<file path="src/rtl/mips_pkg.sv">
// Shared constants and types for the 5-stage MIPS core control logic.
package mips_pkg;

    // Branch field encodings carried in EX/MEM.
    localparam logic [1:0] BR_NONE = 2'b00;
    localparam logic [1:0] BR_BNE  = 2'b01;
    localparam logic [1:0] BR_BEQ  = 2'b11;

    // Primary opcode values.
    localparam logic [5:0] OP_RTYPE = 6'd0;
    localparam logic [5:0] OP_BEQ   = 6'd4;
    localparam logic [5:0] OP_BNE   = 6'd5;
    localparam logic [5:0] OP_LW    = 6'd35;
    localparam logic [5:0] OP_SW    = 6'd43;

    // Hazard controller sequencing states.
    typedef enum logic [1:0] {
        HZ_RUN        = 2'd0,
        HZ_LOAD_STALL = 2'd1,
        HZ_FLUSH_WAIT = 2'd2
    } hz_state_t;

endpackage

</file>
<file path="src/rtl/sat_counter.sv">
// Event counter that sticks at all-ones instead of wrapping.
module sat_counter #(
    parameter int W = 16
) (
    input  logic         clk,
    input  logic         rst,
    input  logic         clear,
    input  logic         inc,
    output logic [W-1:0] value
);

    // Count qualifying cycles; hold once every bit is set.
    always_ff @(posedge clk or posedge rst) begin
        if (rst) begin
            value <= '0;
        end else if (clear) begin
            value <= '0;
        end else if (inc && (value != {W{1'b1}})) begin
            value <= value + 1'b1;
        end
    end

endmodule

</file>
<file path="src/rtl/hazard_unit.sv">
// Load-use stall and taken-branch flush controller for the 5-stage pipeline.
// Outputs are combinational from registered state plus current inputs so a
// stall or flush acts in the cycle the condition is seen.
module hazard_unit
    import mips_pkg::*;
#(
    parameter int FLUSH_HOLD = 0,
    parameter int CNT_W      = 16
) (
    input  logic             clk,
    input  logic             reset,
    input  logic [4:0]       id_rs,
    input  logic [4:0]       id_rt,
    input  logic             id_uses_rt,
    input  logic             ex_mem_read,
    input  logic [4:0]       ex_rt,
    input  logic [1:0]       mem_branch,
    input  logic             mem_zero,
    output logic             ctrl_bubble,
    output logic             pc_write,
    output logic             ifid_write,
    output logic             flush_ifid,
    output logic             flush_idex,
    output logic             flush_exmem,
    output logic [CNT_W-1:0] stall_count,
    output logic [CNT_W-1:0] flush_count,
    output logic [1:0]       dbg_state
);

    // Wait cycles after the flush cycle itself; the FLUSH_WAIT state is left
    // on the cycle that observes hold==0, giving FLUSH_HOLD wait cycles.
    localparam logic [3:0] HOLD_INIT = (FLUSH_HOLD > 0) ? 4'(FLUSH_HOLD - 1) : 4'd0;

    hz_state_t  state;
    logic [3:0] hold;
    logic       taken;
    logic       lu_hazard;
    logic       decide;
    logic       stall_inc;
    logic       flush_inc;

    assign taken = ((mem_branch == BR_BEQ) &&  mem_zero) ||
                   ((mem_branch == BR_BNE) && !mem_zero);

    // $zero is never a real producer, so it cannot cause a stall.
    assign lu_hazard = ex_mem_read && (ex_rt != 5'd0) &&
                       ((ex_rt == id_rs) || (id_uses_rt && (ex_rt == id_rt)));

    // RUN and LOAD_STALL make the same decision; FLUSH_WAIT ignores inputs.
    assign decide    = (state != HZ_FLUSH_WAIT);
    assign stall_inc = decide && !taken && lu_hazard;
    assign flush_inc = decide && taken;
    assign dbg_state = state;

    // State and flush hold sequencing; taken beats a load-use hazard.
    always_ff @(posedge clk or posedge reset) begin
        if (reset) begin
            state <= HZ_RUN;
            hold  <= 4'd0;
        end else begin
            case (state)
                HZ_RUN, HZ_LOAD_STALL: begin
                    if (taken) begin
                        if (FLUSH_HOLD > 0) begin
                            state <= HZ_FLUSH_WAIT;
                            hold  <= HOLD_INIT;
                        end else begin
                            state <= HZ_RUN;
                        end
                    end else if (lu_hazard) begin
                        state <= HZ_LOAD_STALL;
                    end else begin
                        state <= HZ_RUN;
                    end
                end
                HZ_FLUSH_WAIT: begin
                    if (hold == 4'd0) begin
                        state <= HZ_RUN;
                    end else begin
                        hold <= hold - 4'd1;
                    end
                end
                default: begin
                    state <= HZ_RUN;
                    hold  <= 4'd0;
                end
            endcase
        end
    end

    // Pipeline control: reset forces a full freeze, otherwise state decides.
    always_comb begin
        ctrl_bubble = 1'b0;
        pc_write    = 1'b1;
        ifid_write  = 1'b1;
        flush_ifid  = 1'b0;
        flush_idex  = 1'b0;
        flush_exmem = 1'b0;
        if (reset) begin
            ctrl_bubble = 1'b1;
            pc_write    = 1'b0;
            ifid_write  = 1'b0;
            flush_ifid  = 1'b1;
            flush_idex  = 1'b1;
            flush_exmem = 1'b1;
        end else if (state == HZ_FLUSH_WAIT) begin
            ctrl_bubble = 1'b1;
            pc_write    = 1'b0;
            ifid_write  = 1'b0;
            flush_ifid  = 1'b1;
        end else if (taken) begin
            ctrl_bubble = 1'b1;
            flush_ifid  = 1'b1;
            flush_idex  = 1'b1;
            flush_exmem = 1'b1;
        end else if (lu_hazard) begin
            ctrl_bubble = 1'b1;
            pc_write    = 1'b0;
            ifid_write  = 1'b0;
        end
    end

    // EX/MEM was flushed on entry to FLUSH_WAIT, so no branch can resolve there.
    always_ff @(posedge clk) begin
        if (!reset && (state == HZ_FLUSH_WAIT)) begin
            assert (!taken);
        end
    end

    sat_counter #(.W(CNT_W)) u_stall_cnt (
        .clk   (clk),
        .rst   (reset),
        .clear (1'b0),
        .inc   (stall_inc),
        .value (stall_count)
    );

    sat_counter #(.W(CNT_W)) u_flush_cnt (
        .clk   (clk),
        .rst   (reset),
        .clear (1'b0),
        .inc   (flush_inc),
        .value (flush_count)
    );

endmodule

</file>
<file path="config.mk">
export PLATFORM = sky130hd
export DESIGN_NAME = hazard_unit
export DESIGN_NICKNAME = d
export VERILOG_FILES = /design/src/rtl/mips_pkg.sv /design/src/rtl/sat_counter.sv /design/src/rtl/hazard_unit.sv
export SDC_FILE = /design/constraint.sdc
export NUM_CORES = 1
export LEC_CHECK = 0
export ABC_AREA = 0
export CORE_MARGIN = 3
export CORE_UTILIZATION = 25
export CTS_BUF_LIST = sky130_fd_sc_hd__clkbuf_2
export CTS_CLUSTER_DIAMETER = 30
export DETAILED_ROUTE_END_ITERATION = 7
export PLACE_DENSITY = 0.61
export SLEW_MARGIN = 20
export SYNTH_ARGS = -nofsm -noshare
export SYNTH_HDL_FRONTEND = slang
export SYNTH_SLANG_ARGS = --single-unit
</file>
<file path="constraint.sdc">
create_clock -name clk -period 2.35 [get_ports clk]
set_clock_uncertainty 0.2 [all_clocks]
set_input_delay 0.47 -clock clk [delete_from_list [all_inputs] [get_ports clk]]
set_output_delay 0.47 -clock clk [all_outputs]
set_load 0.02 [all_outputs]
</file>
Yosys cells after proc, flatten, opt, wreduce, memory -nomap -nowiden --
Cells that the tools add are included.
Word-level totals: bits in registers 38, input port bits 22, output and inout port bits 40, logic and storage cells 57
Cells by class: add/subtract/negate cells 3, equal/unequal tests 11, mux-type cells 19, bitwise operators 1, reduce and logical (&&, ||, !) cells 19
Operator list (count):
- adder 16 x 1 -> 16 bit (second input constant) | 2
- != test 16 bit (second input constant) | 2
- 2-to-1 mux 1 bit | 15
- == test 5 bit | 2
- logical AND 1 bit | 10
- one-hot mux 4 bit (2 select lines) | 1
- != test 2 bit (second input constant) | 3
- nonzero test 5 bit | 1
- == test 2 x 1 -> 1 bit (second input constant) | 2
- == test 2 bit (second input constant) | 2
- zero test 4 bit | 1
- 2-to-1 mux 4 bit | 1
- one-hot mux 2 bit (2 select lines) | 1
- subtractor 4 x 1 -> 4 bit (second input constant) | 1
- zero test 1 bit | 2
- zero test 2 bit | 1
- logical OR 1 bit | 2
- 2-to-1 mux 2 bit | 1
- AND reduction 2 bit | 1
- OR reduction 2 bit | 1
- NOT 1 bit | 1

Depth between registers and ports, before layout --
depth after elaboration 8, mapped depth 7, mapped depth without buffers 7

Modules after synthesis --
From an unflattened synthesis, not the netlist that was laid out.
Unflattened totals: cell total of the unflattened synthesis 231, area, all modules 2103.3 µm²
Modules (own cells, without submodules):
- sat_counter | times used 2, cells an instance 101, area an instance 932.1 µm², seq. area each 400.4 µm²
- hazard_unit | times used 1, cells an instance 29, area an instance 239.0 µm², seq. area each 25.0 µm²

Least setup slack after synthesis --
No wires, ideal clock.
kind input-to-output, start point in reset, end point out ctrl_bubble, arrival time 1944 ps, required time 1680 ps, setup slack -264 ps, stages on the path 3, buffers on the path 0, cells stage by stage inv_1 -> nand2_1 -> o21bai_1
On the way: longest elaborated chain between the ends 1
Ends and longest elaborated chain:
- from (decl) | line hazard_unit.sv:11 | input logic reset,
- 2-to-1 mux 1 bit | line hazard_unit.sv:99 | if (reset) begin
- to (decl) | line hazard_unit.sv:19 | output logic ctrl_bubble,
Every way passes these cells.

Worst setup path after layout --
start point in id_rt[0], end point out ctrl_bubble
On the way: longest elaborated chain between the ends 8
Ends and longest elaborated chain:
- from (decl) | line hazard_unit.sv:13 | input logic [4:0] id_rt,
- == test 5 bit | line hazard_unit.sv:47 | ((ex_rt == id_rs) || (id_uses_rt && (ex_rt == id_rt)));
- logical AND 1 bit | line hazard_unit.sv:47
- logical OR 1 bit | line hazard_unit.sv:47
- logical AND 1 bit | line hazard_unit.sv:46 | assign lu_hazard = ex_mem_read && (ex_rt != 5'd0) &&
- 2-to-1 mux 1 bit | line hazard_unit.sv:116 | end else if (lu_hazard) begin
- 2-to-1 mux 1 bit | line hazard_unit.sv:111 | end else if (taken) begin
- 2-to-1 mux 1 bit | line hazard_unit.sv:106 | end else if (state == HZ_FLUSH_WAIT) begin
- 2-to-1 mux 1 bit | line hazard_unit.sv:99
Every way passes these cells.

==> parameters.txt <==
Parameter                              Value

Global routing
  Met2 usage in global routing    15.9%
  Number of global-route vias before repair    1391
  Remaining Overflow, GRT    0
  Highest-utilization routing layer at the global route stage    met2
  Met1 Use GR    14.8%
  Total track usage    11.1%
  Wire length of the first global-routing pass    6760 µm
  Initial antenna violation count    0
  Met3 routing resource usage after global routing    4.88%
  Maximum number of pins on one net before global-route repair    34

Die
  Number of I/O pins    62
  Die extent in y    89.3 µm
  Die Wd    89.3 µm
  Starting utilization of the core area    26.5%
  Area of the core    6530 µm²
  FP Rows    29
  Area enclosed by the die boundary    7970 µm²

Timing
  # setup viols final    1
  Fin Hold WS    70.9 ps
  Final-report max-slew violation count    0
  Highest attainable clock frequency    421 MHz
  Final hold violation count    0
  Final worst path period share    101%
  Minimum period implied by the final worst setup slack    2370 ps
  Crit path setup slack, layout    -23.9 ps
  RSZ-0062 raised after global routing    yes

Logic synthesis
  Combinational family with the most area after synthesis    simple AND/OR/NAND/NOR gates
  Post-Syn Instances    164
  XOR/XNOR Fraction of Synth Area    19.7%
  Post-synthesis share of cell area spent on and, or, nand and nor gates    21.5%
  Compound-gate portion of the synthesized area    5.34%
  Multiplexer share of the synthesized area    1.52%
  Adder-cell area share of the yosys netlist    1.44%
  Summed instance area of the synthesized netlist    1730 µm²
  Flop and latch count out of synthesis    33
  Yosys cell types    33
  Synth Area per Inst    10.6 µm²
  Synthesis warning total    0
  Portion of the post-synthesis area used by sequential elements    47.7%
  Number of nets in the synthesized netlist    188

Critical path
  Type of origin of the critical path    primary input
  Required time of the worst setup path    1680 ps
  Peak fanout along the critical path    2
  Data arrival, critical path    1700 ps
  Category of the most critical setup path    primary input to primary output
  Critical Path Sink Type    primary output

Detailed routing
  Pre-Repair DR Iteration Count    4
  Detailed-route DRC error count    0
  Per-cell routed wire length    13.1 µm
  Count of nets left with antenna violations after detail routing    0
  Drt first-iter violations    28
  Number of vias after detailed routing    1457
  Vias per cell    4.48
  WL final    4250 µm

Power
  Power density cells    554 nW/µm²
  Internal    956 µW
  Combinational group share of total power    32.8%
  Lkg Pwr    0.00117 µW
  IR Drop Worst-Case VDD    496 µV
  Sequential group share of total power    49.5%
  Power spent charging and discharging nets    505 µW
  Switching share of total power    34.5%
  Share of power burned in the clock network    17.7%

Outcome
  Violations in the final reports    negative setup slack
  Status    finished with violations

Final layout
  Area added between synthesis and finish    52.1%
  Post-layout nets    272
  Fill cell total of the finished layout    666
  Number of diodes    0
  Final Cell Area    2640 µm²
  Most common cell after layout, fill and taps aside    sky130_fd_sc_hd__clkdlybuf4s50_1
  Fraction of layout instances using a drive strength above 1    24.2%
  Commonest non-fill, non-tap cells in the layout    sky130_fd_sc_hd__clkdlybuf4s50_1, sky130_fd_sc_hd__dfrtp_1, sky130_fd_sc_hd__buf_4, sky130_fd_sc_hd__xnor2_1

Hold path
  Kind of path behind the tightest hold check    primary input to asynchronous set/reset pin

Clock network
  Bufs on Longest Clock Path    2
  Number of buffers created by CTS    5
  Number of levels the H-tree was split into    2
  Clock network latency to the later pin of the worst-skew pair    360 ps
  TritonCTS Sinks    33
  Post-CTS clock slew at the launch and capture registers of the worst setup and hold paths    170 ps
  Clock tree from TritonCTS    yes
  Cell at the root of the clock tree    sky130_fd_sc_hd__clkbuf_2

Place
  Instance area after placement    2540 µm²
  Total of buffers placed on input and output ports    60
  Estimated wirelength of the detail-placed design    3150 µm
  Worst slack after detailed placement    -806 ps
  Global placement routability congestion    0.765

Job
  Maximum Capacitance Violations    0
[state kept, by name, indices dropped and copies added, names as in the netlist]
register and count:
dbg_state 1, u_flush_cnt.value 16, u_stall_cnt.value 16
[power by group through the flow]
stage	registers [µW]	clock network [µW]	logic, µW
after floorplan	799	0	160
after global placement	731	0	475
after detailed placement	732	0	477
after CTS	725	269	483
after global routing	741	299	517
final	723	258	479
[cells by family (layout without fill, tap and decap cells)]
logic type,Yosys count,after routing
multiplexers,2,2
AO/OA/AOI/OAI,10,10
XOR/XNOR,39,39
other,1,1
adder cells (fa/ha/maj),2,2
flip-flops,33,33
buffers and inverters,8,92
AND/OR/NAND/NOR,69,69
[final cells by class]
class / instances / area, µm² / share of cell area (%)
Multi-Input combinational cell: 123 / 925 / 35.1
Sequential cell: 33 / 826 / 31.3
Timing Repair Buffer: 81 / 736 / 27.9
Tap cell: 77 / 96.3 / 3.66
Clock buffer: 6 / 30.0 / 1.14
Inverter: 4 / 18.8 / 0.712
Clock inverter: 1 / 3.75 / 0.142
[synthesized netlist by cell type, drive strengths merged]
| cell type | n | area [µm²] |
|---|---|---|
| or4 | 1 | 7.51 |
| a211o | 1 | 17.5 |
| buf | 4 | 30.0 |
| nand4 | 8 | 50.1 |
| xor2 | 19 | 166 |
| nor4 | 5 | 37.5 |
| mux2 | 2 | 26.3 |
| nor2 | 15 | 63.8 |
| o21ai | 2 | 13.8 |
| conb | 1 | 3.75 |
| and2 | 1 | 6.26 |
| ha | 2 | 25.0 |
| and3 | 3 | 18.8 |
| o21bai | 1 | 7.51 |
| nand2 | 16 | 60.1 |
| a32oi | 1 | 16.3 |
| a41oi | 1 | 8.76 |
| o2111ai | 1 | 8.76 |
| a21oi | 2 | 10.0 |
| dfrtp | 33 | 826 |
| inv | 4 | 15.0 |
| or3 | 1 | 6.26 |
| nor3 | 4 | 31.3 |
| o211a | 1 | 10.0 |
| xnor2 | 20 | 175 |
| nand3 | 10 | 50.1 |
| and4 | 4 | 35.0 |
| or2 | 1 | 6.26 |
[worst max-delay path, stage by stage]
cell,delay (ps)
sky130_fd_sc_hd__clkdlybuf4s50_1,410
sky130_fd_sc_hd__xnor2_1,140
sky130_fd_sc_hd__a32oi_2,290
sky130_fd_sc_hd__buf_4,170
sky130_fd_sc_hd__o21bai_1,70
sky130_fd_sc_hd__buf_4,160
[per-stage QoR]
stage / power [µW] / TNS [ps] / utilization (%) / cells
after floorplan: 959 / 0 / - / 164
after global routing: 1560 / -144 / 40.3 / 325
after global placement: 1210 / -7790 / 38.9 / 314
after CTS: 1480 / -329 / 40.1 / 325
after detailed placement: 1210 / -8270 / 38.9 / 314
final: 1460 / -23.9 / 40.3 / 325
[what timing repair did]
| item | CTS | global route |
|---|---|---|
| gates cloned | 0 | 0 |
| hold buffers | 0 | 0 |
| pin swaps | 14 | 8 |
| setup endpoints to repair | 6 | 6 |
| gates resized for setup | 63 | 19 |
| buffers inserted | 4 | 0 |
[worst paths after layout]
path | from | end | slack [ps] | depth (start not counted)
min reg2reg | u_flush_cnt.value[7] | u_flush_cnt.value[7] | 300 | 1
min | reset | u_flush_cnt.value[2] | 70 | 3
max reg2reg | u_stall_cnt.value[0] | u_stall_cnt.value[9] | 130 | 8
min in group clk | u_flush_cnt.value[7] | u_flush_cnt.value[7] | 300 | 1
max in group asynchronous | reset | u_flush_cnt.value[1] | 1560 | 3
max | id_rt[0] | ctrl_bubble | -20 | 6
[per-layer routing]
layer  wire length [µm]  share of wire (%)  vias to the layer above
met1               1990                 47                      676
met4                 56                1.3                        0
met2               1850                 43                       47
met3                352                8.3                        5
met5                  0                  0                        -
li1                   -                  -                      729
Power figures use the tool's default switching activity.
==> variant: new RTL, same flow settings <==
The parameter `FLUSH_HOLD` goes from 0 to 1. Comments in the files are not updated.
--- a/src/rtl/hazard_unit.sv
+++ b/src/rtl/hazard_unit.sv
@@ -6,3 +6,3 @@
 #(
-    parameter int FLUSH_HOLD = 0,
+    parameter int FLUSH_HOLD = 1,
     parameter int CNT_W      = 16
Behaviour: not the same (a bounded check fails within 4 cycles, from zero or initial values and one cycle with reset high).
==> variant against the unedited design <==
The run still ends with setup timing left. Worst setup slack got worse by 0.025 ns. Wire length rose by 15%. Area after synthesis grew 16%. Sequential cell count increased by 5. First-iteration DRC count rose by 57%. Total power is 27% higher. Cell area rose by 15%. Critical path type unchanged. Largest cell class unchanged.
==> variant: results (changes against the unedited design) <==
Synth top cells by count - 38 x dfrtp_1, 34 x xnor2_1, 18 x nand3_1, 16 x nand4_1, 12 x nand2_1
GRT Util Overall - 11.4% (+0.30 points)
failing checks - setup timing
WL met1 - 2.18 mm (+9.5%)
setup slack after layout - -0.0493 ns (-0.0254 ns)
setup violators final - 3 (+2)
Die Area - 9150 um^2 (+15%)
fill cell count - 793 (+19%)
Iteration-0 DRC Markers - 44 (+57%)
largest cells by area after synthesis - dfrtp_1 47%, xnor2_1 15%, nand4_1 5.0%, nand3_1 4.5%, xor2_1 3.5%
IR drop worst, VDD - 0.298 mV (-40%)
Worst path top cell family by delay - simple AND/OR/NAND/NOR gates
number of global-route vias before repair - 1767 (+27%)
sequential fraction of the synthesis area - 47.3% (-0.33 points)
first-pass GRT wire length - 8.25 mm (+22%)
met3 wire length - 292 um (-17%)
fin cells - 388 (+19%)
Final nets - 310 (+14%)
DP HPWL - 3.67 mm (+16%)
CP max FO - 3 (+1)
met2 GRT Util - 18.9% (+3.1 points)
drt wl/cell - 12.5 um (-3.9%)
status - finished, violations left
Pleak - 1.31 nW (+12%)
setup TNS - -0.119 ns (-0.0949 ns)
-- variant: cell types whose count changed after synthesis, sizes merged, moves of 4 or more --
cell,delta
and3,+4
dfrtp,+5
nand2,-4
nand3,+8
nand4,+8
nor2,-8
nor4,-4
xnor2,+14
xor2,-11
-- variant: cell families after synthesis --
family                   after synthesis  share of synthesized area, %
AND/OR/NAND/NOR                       85                          24.5
XOR/XNOR                              42                          18.3
flip-flops                            38                          47.3
AO/OA/AOI/OAI                         12                          3.92
buffers and inverters                 11                          2.49
multiplexers                           3                          1.62
adder cells (fa/ha/maj)                3                          1.87
-- variant: layout make-up --
| cell class | instances | area share, % |
|---|---|---|
| multi-input cells | 145 | 36.0 |
| flip-flops and latches | 38 | 31.5 |
| repair buffers | 88 | 26.0 |
| well taps | 102 | 4.22 |
| clock buffers | 6 | 0.993 |
| inverters | 7 | 0.993 |
| clock inverters | 2 | 0.290 |
-- variant: worst max-delay path by stage --
stage | from | to | slack [ns] | depth (start not counted)
after floorplan | ex_rt[1] | pc_write | -0.1 | 5
after global placement | ex_rt[2] | ifid_write | -0.89 | 6
after detailed placement | ex_rt[2] | pc_write | -0.92 | 6
after CTS | ex_rt[4] | pc_write | -0.09 | 6
after global routing | ex_rt[4] | ifid_write | -0.09 | 6
final | ex_rt[4] | pc_write | -0.05 | 6
-- variant: through the flow --
stage / worst slack (ns) / utilization, %
finish: -0.0493 / 38.9
global route: -0.0914 / 38.9
CTS: -0.0873 / 38.7
detailed placement: -0.924 / 37.5
global placement: -0.893 / 37.5
floorplan: -0.100 / -
-- variant: power breakdown --
part | leakage (nW) | internal (W) | switching, W
clock network | 0.0304 | 0.0000733 | 0.000208
logic | 0.768 | 0.000363 | 0.000370
registers | 0.513 | 0.000742 | 0.000103
total | 1.31 | 0.00118 | 0.000682
